==> src/rtl/settle_timer.sv <==
// rtl/settle_timer.sv - counts settle cycles, flags the last cycle of a hold window
module settle_timer #(
  parameter int HOLD = 4
) (
  input  logic clk,
  input  logic rst_n,
  input  logic clear,
  output logic expired
);

  localparam logic [7:0] LAST = 8'(HOLD - 1);

  logic [7:0] hold_cnt;

  always_ff @(posedge clk) begin
    if (!rst_n || clear || expired) begin
      hold_cnt <= '0;
    end else begin
      hold_cnt <= hold_cnt + 8'd1;
    end
  end

  assign expired = (hold_cnt == LAST);

endmodule

==> config.mk <==
export PLATFORM = sky130hd
export DESIGN_NAME = settle_timer
export DESIGN_NICKNAME = d
export VERILOG_FILES = /design/src/rtl/settle_timer.sv
export SDC_FILE = /design/constraint.sdc
export NUM_CORES = 1
export LEC_CHECK = 0
export ABC_AREA = 0
export BUFFER_PORTS_ARGS = -buffer_cell sky130_fd_sc_hd__buf_4
export CORE_AREA = 2 2 39 41
export CTS_CLUSTER_SIZE = 10
export DETAILED_ROUTE_END_ITERATION = 10
export DIE_AREA = 0 0 41 43
export GPL_TIMING_DRIVEN = 0
export PLACE_DENSITY = 0.55
export SLEW_MARGIN = 20
export SYNTH_ARGS = -nofsm -noshare
export SYNTH_HDL_FRONTEND = slang
export SYNTH_SLANG_ARGS = --single-unit
==> constraint.sdc <==
create_clock -name clk -period 2.52 [get_ports clk]
set_clock_uncertainty 0.2 [all_clocks]
set_input_delay 0.504 -clock clk [delete_from_list [all_inputs] [get_ports clk]]
set_output_delay 0.504 -clock clk [all_outputs]
set_load 0.1 [all_outputs]
== After elaboration in Yosys (flattened, before gate mapping) ==
Index checks and enable logic that the tools add are counted.

* $add $sub $neg: 1
* Eq/ne operators: 1
* Reduce and logical (&&, ||, !) cells: 3

{| class="wikitable"
|+ Operator list
! kind !! number
|-
| 8-bit by 1-bit adder with 8-bit output, second input constant || 1
|-
| 8-bit by 2-bit equality test with 1-bit output, second input constant || 1
|-
| 1-bit logical OR || 2
|-
| 1-bit zero test || 1
|}

* Register bits after elaboration: 8
* Input port bits: 3
* Output and inout bits: 1
* Logic and storage cells: 6

== Logic depth before layout (Yosys ltp) ==
Gate-level depths: netlist (run 1).

* Depth after elaboration: 3
* Depth in mapped cells: 4
* Depth with buffers taken out: 4

== Worst setup path after synthesis (run 1) ==
No wires, ideal clock.

* Kind: register to output
* Start: reg hold_cnt[0]
* End: out expired
* Arrival: 3.846 ns
* Data required time: 1.816 ns
* Slack: -2.030 ns
* Cell stages (with the launch flop): 4
* Path buffers: 0
* Path through: dfxtp_1 ha_1 or4b_4 nor4_1

* Word-level cells in the longest chain between the ends: 1

{| class="wikitable"
|+ Ends and longest elaborated chain
! item !! line !! RTL
|-
| start, declared || 13 || <nowiki>logic [7:0] hold_cnt;</nowiki>
|-
| start signal, assigned || 19 || <nowiki>hold_cnt <= hold_cnt + 8'd1;</nowiki>
|-
| 8-bit by 2-bit equality test with 1-bit output || 23 || <nowiki>assign expired = (hold_cnt == LAST);</nowiki>
|-
| end, declared || 8 || <nowiki>output logic expired</nowiki>
|}

Every way passes these cells.

== Worst setup path in the final report (run 1) ==
Same ends and word-level chain as after synthesis.

==> parameters.txt, run 1 <==
Parameter                              Value

Routing
  Detailed Routing Iterations Pass 1    2
  Highest signal layer in the routed design    met4
  Via density per instance    4.82
  Routed wire length    660 um
  Vias after detailed routing    289
  Initial detailed-routing violation count    3
  WL met2    290 um
  Detailed-routed wire length on met3    59 um
  Residual DRC    0
  Wire per inst    11.0 um
  Wire length on met1    306 um
  Final antenna-violating net count    0

Final layout
  Post-route design area    454 sq um
  Layout Nets    51
  Core occupancy in the finished layout    0.328
  Top Registers    hold_cnt: 8 flops
  Antenna cell count    0
  Filler cells    149
  Commonest non-fill, non-tap cells in the layout    sky130_fd_sc_hd__dfxtp_1 (6), sky130_fd_sc_hd__nor2_1 (5)
  Biggest register    hold_cnt
  Share of layout cells above drive strength 1    0.273
  Register area    163 sq um
  Layout-stage area growth over the synthesis result    24.3%
  Area used by multi-input combinational logic    219 sq um
  Flip-flop count of the largest register after layout    8
  Leading cell type in the layout, fill and taps excluded    sky130_fd_sc_hd__dfxtp_1

Power
  Int Power    0.000189 W
  Total power per unit cell area    526 mW/mm^2
  Switching power    0.0000501 W
  Share of total power in sequential cells    0.546
  Worst voltage drop across the vdd grid    0.242 mV
  Clock Power Share    0.406
  Sw frac    0.210
  Comb pwr share    0.048
  Leakage power figure    0.151 nW

Global route
  Global router's overall resource usage    0.108
  Number of antenna violations at the first check in global routing    0
  Largest net degree at the start of global routing    9
  Remaining global-route overflow    0
  Number of global-route vias before repair    289
  First-pass GRT wire length    1190 um

Clocking
  Maximum clock insertion buffer count    2
  Setup Fix Bufs, Post-CTS    0
  Depth of the CTS H-tree    1
  Num CTS Buffers    3
  CTS Sinks    8
  Clock-pin transition on the worst setup and hold timing paths    0.05 ns
  CTS tree    yes
  Clock tree root buffer cell    sky130_fd_sc_hd__clkbuf_4
  Clock latency of the later-clocked register in the worst-skew pair    0.26 ns

Yosys
  Number of library cell types mapped by synthesis    16
  Post-Synthesis Cells    38
  Average cell area after synthesis    9.61 sq um
  Number of warnings reported in the yosys synthesis log    0
  Number of synthesized register bits    8
  Net Count, Synth    43
  Sequential element share of the synthesized area    0.438
  Netlist area before placement    365 sq um

Timing
  Number of failing setup endpoints in the final timing report    0
  Worst Max-Slew Pin Slew    0.523 ns
  Slew headroom    0.650
  Final number of max-transition violations    0
  Setup repair after global routing missed its margin    false
  Final Critical Period    2.40 ns
  Fin. Hold Viols    0
  Highest clock rate    0.416 GHz
  Final period utilization    0.953

Floorplan
  FP Rows    14
  Floorplan core area    0.00138 sq mm
  Number of top-level design ports    4
  Height of the die    43 um
  Die W    41 um
  Initial standard-cell utilization of the core    0.264
  Die Footprint    0.00176 sq mm

Worst setup path
  Data required, critical path    1.82 ns
  Largest fanout on the critical path    4
  Kind of start point of the critical path    flop
  Class of the most critical setup path    reg2out
  Worst Setup End Kind    primary output
  Arrival time of data at the critical path endpoint    1.70 ns

Run status
  Outcome    completed

Job
  Maxcap violations    0

Min path
  Hold WC Path Type    reg2reg

Place
  Routability congestion estimate    0.631
  Dpl cell area    423 sq um
  Port bufs    3
==> worst max-delay path, stage by stage, from the launching register on <==
cell	delay [ns]
sky130_fd_sc_hd__dfxtp_2	0.35
sky130_fd_sc_hd__ha_2	0.18
sky130_fd_sc_hd__or4b_4	0.50
sky130_fd_sc_hd__nor4_4	0.16
sky130_fd_sc_hd__buf_6	0.26
==> synth_stat cells <==
| library cell | n | area share |
|---|---|---|
| sky130_fd_sc_hd__dfxtp_1 | 8 | 0.44 |
| sky130_fd_sc_hd__nand2_1 | 2 | 0.021 |
| sky130_fd_sc_hd__nor2_1 | 5 | 0.051 |
| sky130_fd_sc_hd__o41ai_4 | 1 | 0.075 |
| sky130_fd_sc_hd__ha_1 | 2 | 0.068 |
| sky130_fd_sc_hd__a21oi_1 | 3 | 0.041 |
| sky130_fd_sc_hd__nor4_1 | 1 | 0.017 |
| sky130_fd_sc_hd__o21ai_0 | 3 | 0.041 |
| sky130_fd_sc_hd__xor2_1 | 2 | 0.048 |
| sky130_fd_sc_hd__nand4_1 | 1 | 0.017 |
| sky130_fd_sc_hd__nand3_1 | 3 | 0.041 |
| sky130_fd_sc_hd__or4b_4 | 1 | 0.038 |
| sky130_fd_sc_hd__nor2b_1 | 1 | 0.017 |
| sky130_fd_sc_hd__inv_1 | 1 | 0.010 |
| sky130_fd_sc_hd__xnor2_1 | 1 | 0.024 |
| sky130_fd_sc_hd__or3_1 | 3 | 0.051 |
==> layout make-up <==
cell class	count	share of cell area
multi-input cells	29	0.482
repair buffers	3	0.0579
well taps	16	0.0441
inverters	1	0.00826
flip-flops and latches	8	0.358
clock buffers	3	0.0496
==> through the flow <==
step	total power, W	instances	setup TNS, ns	worst slack, ns	hold slack, ns
floorplan	0.000140	38	-0.199	-0.199	0.233
global placement	0.000144	57	0	0.296	0.251
detailed placement	0.000144	57	0	0.285	0.264
CTS	0.000243	60	0	0.00832	0.279
global route	0.000253	60	0	0.0245	0.262
finish	0.000239	60	0	0.118	0.240
==> what timing repair did <==
action / 4_1_cts / 5_1_grt
gates resized for setup: 0 / 4
hold buffers: 0 / 0
setup endpoints to repair: 0 / 1
==> cell families (layout without fill, tap and decap cells) <==
| group | count (synthesis) | count (layout) | share of synthesized area |
|---|---|---|---|
| flip-flops | 8 | 8 | 0.438 |
| buffers and inverters | 1 | 7 | 0.0103 |
| adder cells (fa/ha/maj) | 2 | 2 | 0.0685 |
| XOR/XNOR | 3 | 3 | 0.0719 |
| AO/OA/AOI/OAI | 7 | 7 | 0.158 |
| AND/OR/NAND/NOR | 17 | 17 | 0.253 |
==> final timing paths <==
path | slack, ns | cells after the start | from | end
max | 0.12 | 4 | hold_cnt[0]$_SDFF_PP0_ | expired
min | 0.24 | 1 | hold_cnt[0]$_SDFF_PP0_ | hold_cnt[0]$_SDFF_PP0_
max reg2reg | 0.60 | 4 | hold_cnt[0]$_SDFF_PP0_ | hold_cnt[4]$_SDFF_PP0_
min reg2reg | 0.24 | 1 | hold_cnt[0]$_SDFF_PP0_ | hold_cnt[0]$_SDFF_PP0_
==> metal layers <==
layer | vias to the layer above | track usage
met5 | - | 0
met3 | 2 | 0.0942
li1 | 148 | -
met2 | 8 | 0.144
met1 | 131 | 0.121
met4 | 0 | 0.0400
==> power by group through the flow <==
stage	Clock (W)	Sequential [W]	Combinational [W]
after floorplan	0	0.000132	0.00000771
after global placement	0	0.000132	0.0000114
after detailed placement	0	0.000132	0.0000113
after CTS	0.000101	0.000130	0.0000115
after global routing	0.000109	0.000130	0.0000131
final	0.0000970	0.000130	0.0000114
No activity file was read; power rests on OpenSTA's default activity.
==> inputs of run 2 (changes only) <==
Settings changed: CTS_BUF_LIST from default to sky130_fd_sc_hd__clkbuf_16.
==> run 2 against run 1 <==
  * Critical path depth unchanged
  * Clock power rose to 2.8 times the previous value
  * Design area up 11%
  * Global-route usage up 0.81 points
  * Count of clock-buffer cells in the layout unchanged
  * Largest cell class unchanged
==> parameters.txt, run 2 (synthesized netlist as in run 1, its figures left out) <==
Parameter                              Value

Final layout
  Top Registers    hold_cnt: 8 flops
  Flip-flop count of the largest register after layout    8 (unchanged)
  Share of layout cells above drive strength 1    0.227 (-0.0455)
  Layout-stage area growth over the synthesis result    38.0%
  Layout Nets    51 (unchanged)
  Core occupancy in the finished layout    0.364 (+0.0362)
  Antenna cell count    0 (unchanged)
  Commonest non-fill, non-tap cells in the layout    sky130_fd_sc_hd__dfxtp_1 (8), sky130_fd_sc_hd__nor2_1 (5)
  Post-route design area    504 sq um (+11%)
  Biggest register    hold_cnt
  Leading cell type in the layout, fill and taps excluded    sky130_fd_sc_hd__dfxtp_1

Floorplan
  Floorplan core area    0.00138 sq mm (unchanged)
  Height of the die    43 um (unchanged)
  Initial standard-cell utilization of the core    0.264 (unchanged)
  Die Footprint    0.00176 sq mm (unchanged)
  Die W    41 um (unchanged)
  Number of top-level design ports    4 (unchanged)
  FP Rows    14 (unchanged)

Global route
  Remaining global-route overflow    0 (unchanged)
  First-pass GRT wire length    1240 um (+4.1%)
  Number of global-route vias before repair    291 (+0.69%)
  Number of antenna violations at the first check in global routing    0 (unchanged)
  Global router's overall resource usage    0.116 (+0.00806)
  Largest net degree at the start of global routing    9 (unchanged)

Clocking
  Clock latency of the later-clocked register in the worst-skew pair    0.23 ns (-0.03 ns)
  Clock tree root buffer cell    sky130_fd_sc_hd__clkbuf_16
  Depth of the CTS H-tree    1 (unchanged)
  CTS Sinks    8 (unchanged)
  Clock-pin transition on the worst setup and hold timing paths    0.03 ns (-0.02 ns)
  CTS tree    yes
  Post-CTS sizing    0 (unchanged)
  Setup Fix Bufs, Post-CTS    0 (unchanged)
  Num CTS Buffers    3 (unchanged)
  Maximum clock insertion buffer count    2 (unchanged)
  Count of hold-fix buffers inserted at cts    0 (unchanged)

Timing
  Setup repair after global routing missed its margin    false
  Final number of max-transition violations    0 (unchanged)
  Final worst hold slack    0.274 ns (+0.0333 ns)
  Slew headroom    0.653 (+0.00230)
  Fin. Hold Viols    0 (unchanged)
  Final Critical Period    2.43 ns (+0.0308 ns)
  Highest clock rate    0.411 GHz (-1.3%)
  Number of failing setup endpoints in the final timing report    0 (unchanged)
  Setup TNS Final    0 ns (unchanged)
  Worst Max-Slew Pin Slew    0.519 ns (-0.00344 ns)
  Final period utilization    0.965 (+0.0122)

Worst setup path
  Kind of start point of the critical path    flop
  Peak per-stage delay on the critical path    0.50 ns (about the same)
  Largest fanout on the critical path    4 (unchanged)
  Arrival time of data at the critical path endpoint    1.73 ns (+0.03 ns)
  Worst Path Buf+Inv    1 (unchanged)
  Sequence of cells on the critical path    ha_2, or4b_4, nor4_4, buf_6
  Slowest stage cell on the critical path    sky130_fd_sc_hd__or4b_4
  Worst Setup End Kind    primary output
  Class of the most critical setup path    reg2out
  Cell family with most CP delay    simple AND/OR/NAND/NOR gates
  Data required, critical path    1.82 ns (about the same)

Routing
  Via density per instance    4.77 (-1.0%)
  Routed wire length    686 um (+3.9%)
  Vias after detailed routing    286 (-1.0%)
  Final antenna-violating net count    0 (unchanged)
  Wire per inst    11.4 um (+3.9%)
  Residual DRC    0 (unchanged)
  Detailed Routing Iterations Pass 1    2 (unchanged)
  Initial detailed-routing violation count    5 (+2)

Power
  Worst voltage drop across the vdd grid    0.376 mV (+56%)
  Leakage power figure    0.173 nW (+15%)
  Total power per unit cell area    812 mW/mm^2 (+54%)
  Total chip power    0.000409 W (+71%)

Place
  Port bufs    3 (unchanged)
  Routability congestion estimate    0.631 (unchanged)
  Dpl cell area    423 sq um (unchanged)

Min path
  Hold WC Path Type    reg2reg

Run status
  Outcome    completed

Job
  Maxcap violations    0 (unchanged)
## run 2: cell counts in the layout (fill, tap and decap cells not counted)
No cell type changed its count.
## run 2: per-layer routing
metal,GRT usage,share of wire,vias to the layer above
met5,0,0,-
met2,0.150,0.45,6
li1,-,-,148
met3,0.0942,0.076,2
met1,0.121,0.45,130
met4,0.0800,0.019,0
## run 2: report_power, final
part	switching, W	internal [W]
clock network	0.0000628	0.000205
logic	0.00000573	0.00000568
registers	0.00000166	0.000129
total	0.0000701	0.000339
## run 2: cell type report
type / instances / area (sq um)
clock buffer: 3 / 75.1
sequential: 8 / 160
tap: 16 / 20.0
fill: 143 / 880
multi-input combinational: 29 / 219
timing repair buffer: 3 / 26.3
inverter: 1 / 3.75
## run 2: metrics by stage
step | worst slack (ns) | instances
6_report | 0.0876 | 60
2_1_floorplan | -0.199 | 38
3_5_place_dp | 0.285 | 57
3_3_place_gp | 0.296 | 57
4_1_cts | 0.0405 | 60
5_1_grt | 0.00401 | 60
## run 2: final timing paths
check | startpoint | slack (ns) | to | cells past startpoint
worst min register to register | hold_cnt[0]$_SDFF_PP0_ | 0.27 | hold_cnt[0]$_SDFF_PP0_ | 1
worst max-delay path | hold_cnt[0]$_SDFF_PP0_ | 0.09 | expired | 4
worst min-delay path | hold_cnt[0]$_SDFF_PP0_ | 0.27 | hold_cnt[0]$_SDFF_PP0_ | 1
worst max register to register | hold_cnt[0]$_SDFF_PP0_ | 0.54 | hold_cnt[4]$_SDFF_PP0_ | 4
==> inputs of run 3 (changes only) <==
==> constraint.sdc (replaced) <==
create_clock -name clk -period 2.52 [get_ports clk]
set_clock_uncertainty 0.2 [all_clocks]
set_input_delay 0 -clock clk [delete_from_list [all_inputs] [get_ports clk]]
set_output_delay 0 -clock clk [all_outputs]
set_load 0.1 [all_outputs]
==> run 3 against run 2 <==
  * Hold slack got worse by 0.27 ns
  * Critical path depth did not move
  * Sequential share of layout area fell by 0.23 points
  * Via count rose by 2.8%
  * Die area did not move
  * Power rose by 0.95%
  * Sequential power barely moved
  * Register-to-register slack improved by 0.02 ns
  * First-iteration DRC count fell by 60%
  * Worst setup slack improved by 0.46 ns
  * Largest power group unchanged
==> parameters.txt, run 3 (synthesized netlist as in run 1, its figures left out) <==
Parameter                              Value

Timing
  Slew headroom    0.651 (-0.00125)
  Setup repair after global routing missed its margin    false
  Final Critical Period    1.97 ns (-0.464 ns)
  Final number of max-transition violations    0 (unchanged)
  Number of failing setup endpoints in the final timing report    0 (unchanged)
  Setup TNS Final    0 ns (unchanged)
  Highest clock rate    0.508 GHz (+24%)
  Worst Max-Slew Pin Slew    0.521 ns (+0.00187 ns)
  Fin. Hold Viols    0 (unchanged)
  Final period utilization    0.781 (-0.184)

Min path
  Hold WC Path Type    in2reg

Place
  HPWL after DPL    445 um
  Port bufs    3 (unchanged)
  Routability congestion estimate    0.667 (+5.7%)

Routing
  Wire per inst    11.0 um (-3.4%)
  Final antenna-violating net count    0 (unchanged)
  Routed wire length    674 um (-1.7%)
  Detailed Routing Iterations Pass 1    2 (unchanged)
  Initial detailed-routing violation count    2 (-3)
  Residual DRC    0 (unchanged)
  Vias after detailed routing    294 (+2.8%)
  Via density per instance    4.82 (+1.1%)

Worst setup path
  Arrival time of data at the critical path endpoint    1.77 ns (+0.04 ns)
  Data required, critical path    2.32 ns (+0.50 ns)
  Kind of start point of the critical path    flop
  Largest fanout on the critical path    4 (unchanged)
  Worst Setup End Kind    primary output
  Class of the most critical setup path    reg2out

Final layout
  Layout-stage area growth over the synthesis result    39.0%
  Antenna cell count    0 (unchanged)
  Leading cell type in the layout, fill and taps excluded    sky130_fd_sc_hd__dfxtp_1
  Core occupancy in the finished layout    0.367 (+0.00271)
  Filler cells    148 (+3.5%)
  Commonest non-fill, non-tap cells in the layout    sky130_fd_sc_hd__dfxtp_1 (8), sky130_fd_sc_hd__nor2_1 (5)
  Share of layout cells above drive strength 1    0.200 (-0.0273)
  Layout Nets    52 (+2.0%)
  Biggest register    hold_cnt
  Flip-flop count of the largest register after layout    8 (unchanged)
  Top Registers    hold_cnt: 8 flops

Power
  Leakage power figure    0.179 nW (+3.5%)
  Total power per unit cell area    814 mW/mm^2 (+0.21%)
  Worst voltage drop across the vdd grid    0.345 mV (-8.3%)

Global route
  Number of global-route vias before repair    258 (-11%)
  Largest net degree at the start of global routing    9 (unchanged)
  Number of antenna violations at the first check in global routing    0 (unchanged)
  First-pass GRT wire length    1080 um (-12%)
  Remaining global-route overflow    0 (unchanged)
  Global router's overall resource usage    0.109 (-0.00717)

Clocking
  Clock-pin transition on the worst setup and hold timing paths    0.04 ns (about the same)
  Maximum clock insertion buffer count    2 (unchanged)
  CTS Sinks    8 (unchanged)
  Clock latency of the later-clocked register in the worst-skew pair    0.23 ns (about the same)
  Num CTS Buffers    3 (unchanged)
  Clock tree root buffer cell    sky130_fd_sc_hd__clkbuf_16
  Post-CTS sizing    0 (unchanged)
  CTS tree    yes
  Depth of the CTS H-tree    1 (unchanged)
  Setup Fix Bufs, Post-CTS    0 (unchanged)

Floorplan
  Die Footprint    0.00176 sq mm (unchanged)
  Floorplan core area    0.00138 sq mm (unchanged)
  Initial standard-cell utilization of the core    0.264 (unchanged)
  FP Rows    14 (unchanged)
  Height of the die    43 um (unchanged)
  Die W    41 um (unchanged)
  Number of top-level design ports    4 (unchanged)

Run status
  Outcome    completed

Job
  Maxcap violations    0 (unchanged)
[run 3: changes by cell type in the layout (fill, tap and decap cells not counted), sizes merged]
cell / previous run / this run
dlygate4sd3: 0 / 1
[run 3: critical path, stage by stage, from the launching register on]
cell and delay, ns:
sky130_fd_sc_hd__dfxtp_1 0.36, sky130_fd_sc_hd__ha_1 0.20, sky130_fd_sc_hd__or4b_4 0.51, sky130_fd_sc_hd__nor4_4 0.14, sky130_fd_sc_hd__buf_4 0.32
[run 3: report_power, final]
group	switching, W	internal [W]
clock	0.0000653	0.000205
combinational	0.00000599	0.00000662
sequential	0.00000158	0.000129
[run 3: metrics by stage]
stage / power, W / setup WS, ns / hold slack [ns] / instance area [sq um] / instances
2_1_floorplan: 0.000140 / 0.305 / 0.00975 / 380 / 38
3_3_place_gp: 0.000144 / 0.558 / 0.133 / 423 / 57
3_5_place_dp: 0.000144 / 0.537 / 0.136 / 423 / 57
4_1_cts: 0.000421 / 0.533 / 0.0122 / 508 / 61
5_1_grt: 0.000429 / 0.432 / 0.0340 / 508 / 61
6_report: 0.000413 / 0.552 / 0.00716 / 508 / 61
[run 3: final timing paths]
check | cells past startpoint | startpoint | slack [ns] | end
worst max-delay path | 4 | hold_cnt[0]$_SDFF_PP0_ | 0.55 | expired
worst min-delay path | 4 | rst_n | 0.007 | hold_cnt[1]$_SDFF_PP0_
worst max register to register | 4 | hold_cnt[0]$_SDFF_PP0_ | 0.56 | hold_cnt[3]$_SDFF_PP0_
worst min register to register | 1 | hold_cnt[0]$_SDFF_PP0_ | 0.26 | hold_cnt[0]$_SDFF_PP0_
[run 3: cell type report]
type | instances | area, sq um | share of cell area
Multi-Input combinational cell | 29 | 216 | 0.426
Sequential cell | 8 | 160 | 0.315
Clock buffer | 3 | 75.1 | 0.148
Timing Repair Buffer | 4 | 32.5 | 0.0640
Tap cell | 16 | 20.0 | 0.0394
Inverter | 1 | 3.75 | 0.00739
[run 3: metal layers]
| layer | vias up | GRT usage | routed length (um) |
|---|---|---|---|
| met3 | 6 | 0.0785 | 36 |
| met1 | 128 | 0.104 | 318 |
| met5 | - | 0 | 0 |
| met2 | 7 | 0.125 | 278 |
| met4 | 0 | 0.140 | 40 |
| li1 | 153 | - | - |
[run 3: timing repair]
item | in CTS | in global routing
hold buffers | 1 | 0
endpoints found under the setup margin | 0 | 0
endpoints found under the hold margin | 8 | 0
